$ cat src/rtl/uart_transceiver.sv
// Full-duplex 8N1 UART with independent TX and RX state machines sharing one clock.
// Bit timing comes from a fixed clocks-per-bit divider; data is sent LSB first.
`timescale 1ns/1ps

module uart_transceiver #(
    parameter int CLKS_PER_BIT = 217
) (
    input  logic       i_Clock,
    input  logic       i_Rst_n,
    input  logic       i_TX_DV,
    input  logic [7:0] i_TX_Byte,
    output logic       o_TX_Active,
    output logic       o_TX_Serial,
    output logic       o_TX_Done,
    input  logic       i_RX_Serial,
    output logic       o_RX_DV,
    output logic [7:0] o_RX_Byte
);
    // state   | meaning
    // IDLE    | line high, waiting for a TX strobe / RX falling edge
    // START   | start bit (RX: counting to the bit centre)
    // DATA    | eight data bits, LSB first
    // STOP    | stop bit (RX: waits here on a framing error until line is high)
    // CLEANUP | single cycle before returning to IDLE
    typedef enum logic [2:0] {S_IDLE, S_START, S_DATA, S_STOP, S_CLEANUP} state_t;

    localparam int            CW   = $clog2(CLKS_PER_BIT);
    localparam logic [CW-1:0] LAST = CW'(CLKS_PER_BIT - 1);
    localparam logic [CW-1:0] HALF = CW'((CLKS_PER_BIT - 1) / 2);

    state_t        tx_state, tx_state_nxt;
    logic [CW-1:0] tx_cnt, tx_cnt_nxt;
    logic [2:0]    tx_idx, tx_idx_nxt;
    logic [7:0]    tx_data, tx_data_nxt;
    logic          tx_serial_nxt, tx_active_nxt, tx_done_nxt;
    logic [2:0]    tx_idx_inc;

    assign tx_idx_inc = tx_idx + 3'd1;

    always_ff @(posedge i_Clock or negedge i_Rst_n) begin
        if (!i_Rst_n) begin
            tx_state    <= S_IDLE;
            tx_cnt      <= '0;
            tx_idx      <= '0;
            tx_data     <= '0;
            o_TX_Serial <= 1'b1;
            o_TX_Active <= 1'b0;
            o_TX_Done   <= 1'b0;
        end else begin
            tx_state    <= tx_state_nxt;
            tx_cnt      <= tx_cnt_nxt;
            tx_idx      <= tx_idx_nxt;
            tx_data     <= tx_data_nxt;
            o_TX_Serial <= tx_serial_nxt;
            o_TX_Active <= tx_active_nxt;
            o_TX_Done   <= tx_done_nxt;
        end
    end

    always_comb begin
        tx_state_nxt  = tx_state;
        tx_cnt_nxt    = tx_cnt;
        tx_idx_nxt    = tx_idx;
        tx_data_nxt   = tx_data;
        tx_serial_nxt = o_TX_Serial;
        tx_active_nxt = o_TX_Active;
        tx_done_nxt   = 1'b0;
        case (tx_state)
            S_IDLE: begin
                tx_serial_nxt = 1'b1;
                tx_active_nxt = 1'b0;
                tx_cnt_nxt    = '0;
                tx_idx_nxt    = '0;
                if (i_TX_DV) begin
                    tx_data_nxt   = i_TX_Byte;
                    tx_state_nxt  = S_START;
                    tx_serial_nxt = 1'b0;
                    tx_active_nxt = 1'b1;
                end
            end
            S_START: begin
                if (tx_cnt == LAST) begin
                    tx_cnt_nxt    = '0;
                    tx_state_nxt  = S_DATA;
                    tx_serial_nxt = tx_data[0];
                end else begin
                    tx_cnt_nxt = tx_cnt + CW'(1);
                end
            end
            S_DATA: begin
                if (tx_cnt == LAST) begin
                    tx_cnt_nxt = '0;
                    if (tx_idx == 3'd7) begin
                        tx_idx_nxt    = '0;
                        tx_state_nxt  = S_STOP;
                        tx_serial_nxt = 1'b1;
                    end else begin
                        tx_idx_nxt    = tx_idx_inc;
                        tx_serial_nxt = tx_data[tx_idx_inc];
                    end
                end else begin
                    tx_cnt_nxt = tx_cnt + CW'(1);
                end
            end
            S_STOP: begin
                if (tx_cnt == LAST) begin
                    tx_cnt_nxt    = '0;
                    tx_done_nxt   = 1'b1;
                    tx_active_nxt = 1'b0;
                    tx_state_nxt  = S_CLEANUP;
                end else begin
                    tx_cnt_nxt = tx_cnt + CW'(1);
                end
            end
            S_CLEANUP: tx_state_nxt = S_IDLE;
            default:   tx_state_nxt = S_IDLE;
        endcase
    end

    // The RX pin is asynchronous; only rx_sync is ever used by the FSM.
    logic rx_meta, rx_sync;

    always_ff @(posedge i_Clock or negedge i_Rst_n) begin
        if (!i_Rst_n) begin
            rx_meta <= 1'b1;
            rx_sync <= 1'b1;
        end else begin
            rx_meta <= i_RX_Serial;
            rx_sync <= rx_meta;
        end
    end

    state_t        rx_state, rx_state_nxt;
    logic [CW-1:0] rx_cnt, rx_cnt_nxt;
    logic [2:0]    rx_idx, rx_idx_nxt;
    logic [7:0]    rx_shift, rx_shift_nxt;
    logic [7:0]    rx_byte_nxt;
    logic          rx_dv_nxt;
    logic          rx_ferr, rx_ferr_nxt;

    always_ff @(posedge i_Clock or negedge i_Rst_n) begin
        if (!i_Rst_n) begin
            rx_state  <= S_IDLE;
            rx_cnt    <= '0;
            rx_idx    <= '0;
            rx_shift  <= '0;
            rx_ferr   <= 1'b0;
            o_RX_Byte <= 8'h00;
            o_RX_DV   <= 1'b0;
        end else begin
            rx_state  <= rx_state_nxt;
            rx_cnt    <= rx_cnt_nxt;
            rx_idx    <= rx_idx_nxt;
            rx_shift  <= rx_shift_nxt;
            rx_ferr   <= rx_ferr_nxt;
            o_RX_Byte <= rx_byte_nxt;
            o_RX_DV   <= rx_dv_nxt;
        end
    end

    always_comb begin
        rx_state_nxt = rx_state;
        rx_cnt_nxt   = rx_cnt;
        rx_idx_nxt   = rx_idx;
        rx_shift_nxt = rx_shift;
        rx_ferr_nxt  = rx_ferr;
        rx_byte_nxt  = o_RX_Byte;
        rx_dv_nxt    = 1'b0;
        case (rx_state)
            S_IDLE: begin
                rx_cnt_nxt  = '0;
                rx_idx_nxt  = '0;
                rx_ferr_nxt = 1'b0;
                if (!rx_sync) rx_state_nxt = S_START;
            end
            S_START: begin
                if (rx_cnt == HALF) begin
                    rx_cnt_nxt   = '0;
                    rx_state_nxt = rx_sync ? S_IDLE : S_DATA;
                end else begin
                    rx_cnt_nxt = rx_cnt + CW'(1);
                end
            end
            S_DATA: begin
                if (rx_cnt == LAST) begin
                    rx_cnt_nxt           = '0;
                    rx_shift_nxt[rx_idx] = rx_sync;
                    if (rx_idx == 3'd7) begin
                        rx_idx_nxt   = '0;
                        rx_state_nxt = S_STOP;
                    end else begin
                        rx_idx_nxt = rx_idx + 3'd1;
                    end
                end else begin
                    rx_cnt_nxt = rx_cnt + CW'(1);
                end
            end
            S_STOP: begin
                // Counter parks at LAST on a framing error until the line recovers.
                if (rx_cnt != LAST) begin
                    rx_cnt_nxt = rx_cnt + CW'(1);
                end else if (rx_sync) begin
                    if (!rx_ferr) begin
                        rx_byte_nxt = rx_shift;
                        rx_dv_nxt   = 1'b1;
                    end
                    rx_ferr_nxt  = 1'b0;
                    rx_cnt_nxt   = '0;
                    rx_state_nxt = S_CLEANUP;
                end else begin
                    rx_ferr_nxt = 1'b1;
                end
            end
            S_CLEANUP: rx_state_nxt = S_IDLE;
            default:   rx_state_nxt = S_IDLE;
        endcase
    end

endmodule

$ cat config.mk
export PLATFORM = sky130hd
export DESIGN_NAME = uart_transceiver
export DESIGN_NICKNAME = d
export VERILOG_FILES = /design/src/rtl/uart_transceiver.sv
export SDC_FILE = /design/constraint.sdc
export NUM_CORES = 1
export LEC_CHECK = 0
export CORE_MARGIN = 2
export CORE_UTILIZATION = 30
export CTS_CLUSTER_DIAMETER = 200
export DETAILED_ROUTE_END_ITERATION = 16
export RECOVER_POWER = 25
export SETUP_SLACK_MARGIN = 0.1
export SLEW_MARGIN = 20
export SYNTH_ARGS = -nofsm -noshare
export SYNTH_HDL_FRONTEND = slang
export SYNTH_SLANG_ARGS = --single-unit
$ cat constraint.sdc
create_clock -name i_Clock -period 2.9 [get_ports i_Clock]
set_clock_uncertainty 0.05 [all_clocks]
set_input_delay 0.87 -clock i_Clock [delete_from_list [all_inputs] [get_ports i_Clock]]
set_output_delay 0.87 -clock i_Clock [all_outputs]
set_load 0.1 [all_outputs]
==> metrics.md <==
| Metric | Value |
|---|---|
| DP Area | `3350 um2` |
| RSZ-0062 raised after global routing | `no` |
| Yosys cell types | `55` |
| Startpoint Class | `register` |
| Die area | `10900 um2` |
| Clock Latency Late Sink | `340 ps` |
| Clk slew on worst S/H paths | `70 ps` |
| Setup bufs post-CTS | `0` |
| Most frequent cells in the layout | `56 x dfrtp_1, 25 x mux2_2, 19 x nand2_1` |
| Vias in the first global route | `2094` |
| Final nets | `319` |
| Via count | `2160` |
| Tmin final | `2130 ps` |
| Layout Cells excl Fill | `437` |
| Multi-input logic area | `1430 um2` |
| H-tree depth | `3` |
| Largest net degree at the start of global routing | `60` |
| Post-Syn Area | `3030 um2` |
| Max-cap violation count | `0` |
| Detail Placement HPWL | `4.01 mm` |
| Mux contribution to synthesized area | `0.121` |
| Max FO, Critical Path | `10` |
| Status | `completed` |
| DRT Pass-1 Iters | `4` |
| Cts hold-fix bufs | `0` |
| Arrival @ worst endpoint | `2340 ps` |
| Total CTS buffers | `9` |
| Worst hold path type | `reg2reg` |
| Post-synth EDFFs | `0` |
| Largest family of logic cells by synthesized area | `simple AND/OR/NAND/NOR gates` |
| Worst Tran Pin Value | `1460 ps` |
| Post-Synth XOR/XNOR Area | `0.0173` |
| TritonCTS clock tree | `done` |
| Die width | `105 um` |
| Gr usage total | `0.114` |
| F_max | `469 MHz` |
| Syn_area_per_cell | `10.9 um2` |
| FP Rows | `36` |
| Port-buffer cells | `23` |
| Sequential cell area | `1480 um2` |
| LEAKAGE | `1.52 nW` |
| First-pass GRT wire length | `10.2 mm` |
| Synth warn | `0` |
| Hold Path Stages | `0` |
| Setup crit end kind | `register` |
| Worst r2r src | `rx_cnt[0]` |
| Core Footprint | `9770 um2` |
| I/O Pins | `24` |
| Top FF cell, synth | `dfrtp_1` |
| Design Area, Final | `3520 um2` |
| Antenna violations before repair | `0` |
| DRC violations left | `0` |
| Most common cell after layout, fill and taps aside | `dfrtp_1` |
| Slew HR | `0.0283` |
| Final core occ | `0.360` |
| Asr flop ratio synth | `1.00` |
| Routability cong. | `0.781` |
| Final hold violations | `0` |
| Worst R2R End | `rx_state[0]` |
| Clock tree buffer depth | `2` |
| Via-per-instance ratio | `4.94` |
| Power Dens Cells | `527 nW/um2` |
| Worst-case reg-to-reg path depth | `6` |
| Syn_nets | `298` |
| WS Path Type | `reg2reg` |
| CTS root buf | `clkbuf_8` |
| Flops & latches, synth | `59` |
| Critical path required time | `3100 ps` |
| Clk sink count | `59` |
| DP Cell Count | `421` |
| N_diodes | `0` |
| Chip height | `105 um` |
| Post-Synth Simple-Gate Area | `0.185` |
| Compound-cell area share of the yosys netlist | `0.116` |
| Final cycle utilization of the critical path | `0.735` |
| Area grow syn2layout | `16.0%` |
| Sequential share of the synthesized area | `0.488` |
| Detailed Route Iter0 Violations | `131` |
| Final ANT Viol Nets | `0` |
| Hold path start | `rx_meta` |
| Max VDD drop | `0.352 mV` |
| Filler cells | `994` |
| Hold-critical path endpoint | `rx_sync` |
| Gate count of the mapped netlist | `278` |
| Max-slew violations | `0` |
| Overflow after GRT | `0` |
| Adder-cell share of the synthesized area | `0.0330` |
| Final WL | `5.88 mm` |
| Setup_tns | `0 ps` |
| Post-CTS sizing | `0` |
| Final setup fails | `0` |
| Starting density of the core | `0.310` |
| Hold WS | `309 ps` |
| Share of layout cells above drive strength 1 | `0.237` |
| WL/cell | `13.4 um` |
| Flop-to-flop setup slack | `770 ps` |
## per-layer routing
layer  global-route usage  vias to the layer above  wire (um)  part of all wire
li1                     -                     1058          -                 -
met1                0.151                     1069       2900              0.49
met2                0.176                       29       2750              0.47
met3               0.0370                        4        165             0.028
met4               0.0357                        0         57            0.0097
met5                    0                        -          0                 0
## synth_stat cells, drive strengths merged, types with 6 or more instances
cell type | count | area (um2)
dfrtp | 56 | 1400
mux2 | 25 | 282
nand2 | 20 | 82.6
inv | 14 | 52.6
nand3 | 12 | 60.1
a21oi | 11 | 55.1
nor2 | 11 | 41.3
buf | 10 | 48.8
nor3 | 10 | 61.3
o21ai | 10 | 50.1
ha | 8 | 100
nor3b | 6 | 45.0
## state kept, by name, summed over array words and instances, names as in the netlist
| name | count |
|---|---|
| o_RX_Byte | 8 |
| rx_cnt | 8 |
| rx_shift | 8 |
| tx_cnt | 8 |
| tx_data | 8 |
| rx_idx | 3 |
| rx_state | 3 |
| tx_idx | 3 |
| tx_state | 3 |
| o_RX_DV | 1 |
| o_TX_Active | 1 |
| o_TX_Done | 1 |
| o_TX_Serial | 1 |
| rx_ferr | 1 |
| rx_meta | 1 |
| rx_sync | 1 |
## final cells by class
class,instances,area share
multi-input combinational,190,0.407
inverter,14,0.0149
sequential,59,0.421
clock inverter,7,0.0153
timing repair buffer,25,0.0591
clock buffer,9,0.0352
tap,133,0.0473
## worst max-delay path, cell delays in order (launching register included)
cell and delay (ps):
dfrtp_1 430, inv_1 60, ha_1 210, and3_2 260, a211oi_2 590, nor2_1 230, o22ai_1 210
## power breakdown
part	total, mW	switching (mW)	internal, mW
logic	0.211	0.0994	0.111
registers	0.979	0.0880	0.891
clock network	0.663	0.350	0.313
total	1.85	0.537	1.32
## stage by stage
stage               total power, mW  setup slack (ps)
finish                         1.85               769
global route                   1.96               592
CTS                            1.88               769
detailed placement             1.21               597
global placement               1.20               604
floorplan                      1.14              1070
## worst max-delay path by stage
stage               depth (start not counted)           to  startpoint  slack [ps]
finish                                      6  rx_state[0]   rx_cnt[0]         770
global route                                6  rx_state[0]   rx_cnt[0]         590
CTS                                         6  rx_state[0]   rx_cnt[0]         770
detailed placement                          3   tx_data[7]     i_TX_DV         600
global placement                            3   tx_data[7]     i_TX_DV         600
floorplan                                   6  o_TX_Serial   tx_idx[0]        1070
## cells by family after synthesis
logic type / after synthesis
AO/OA/AOI/OAI: 50
adder cells (fa/ha/maj): 8
AND/OR/NAND/NOR: 95
flip-flops: 59
XOR/XNOR: 6
multiplexers: 31
buffers and inverters: 29
Note: power is estimated with default switching activity, not from simulation.
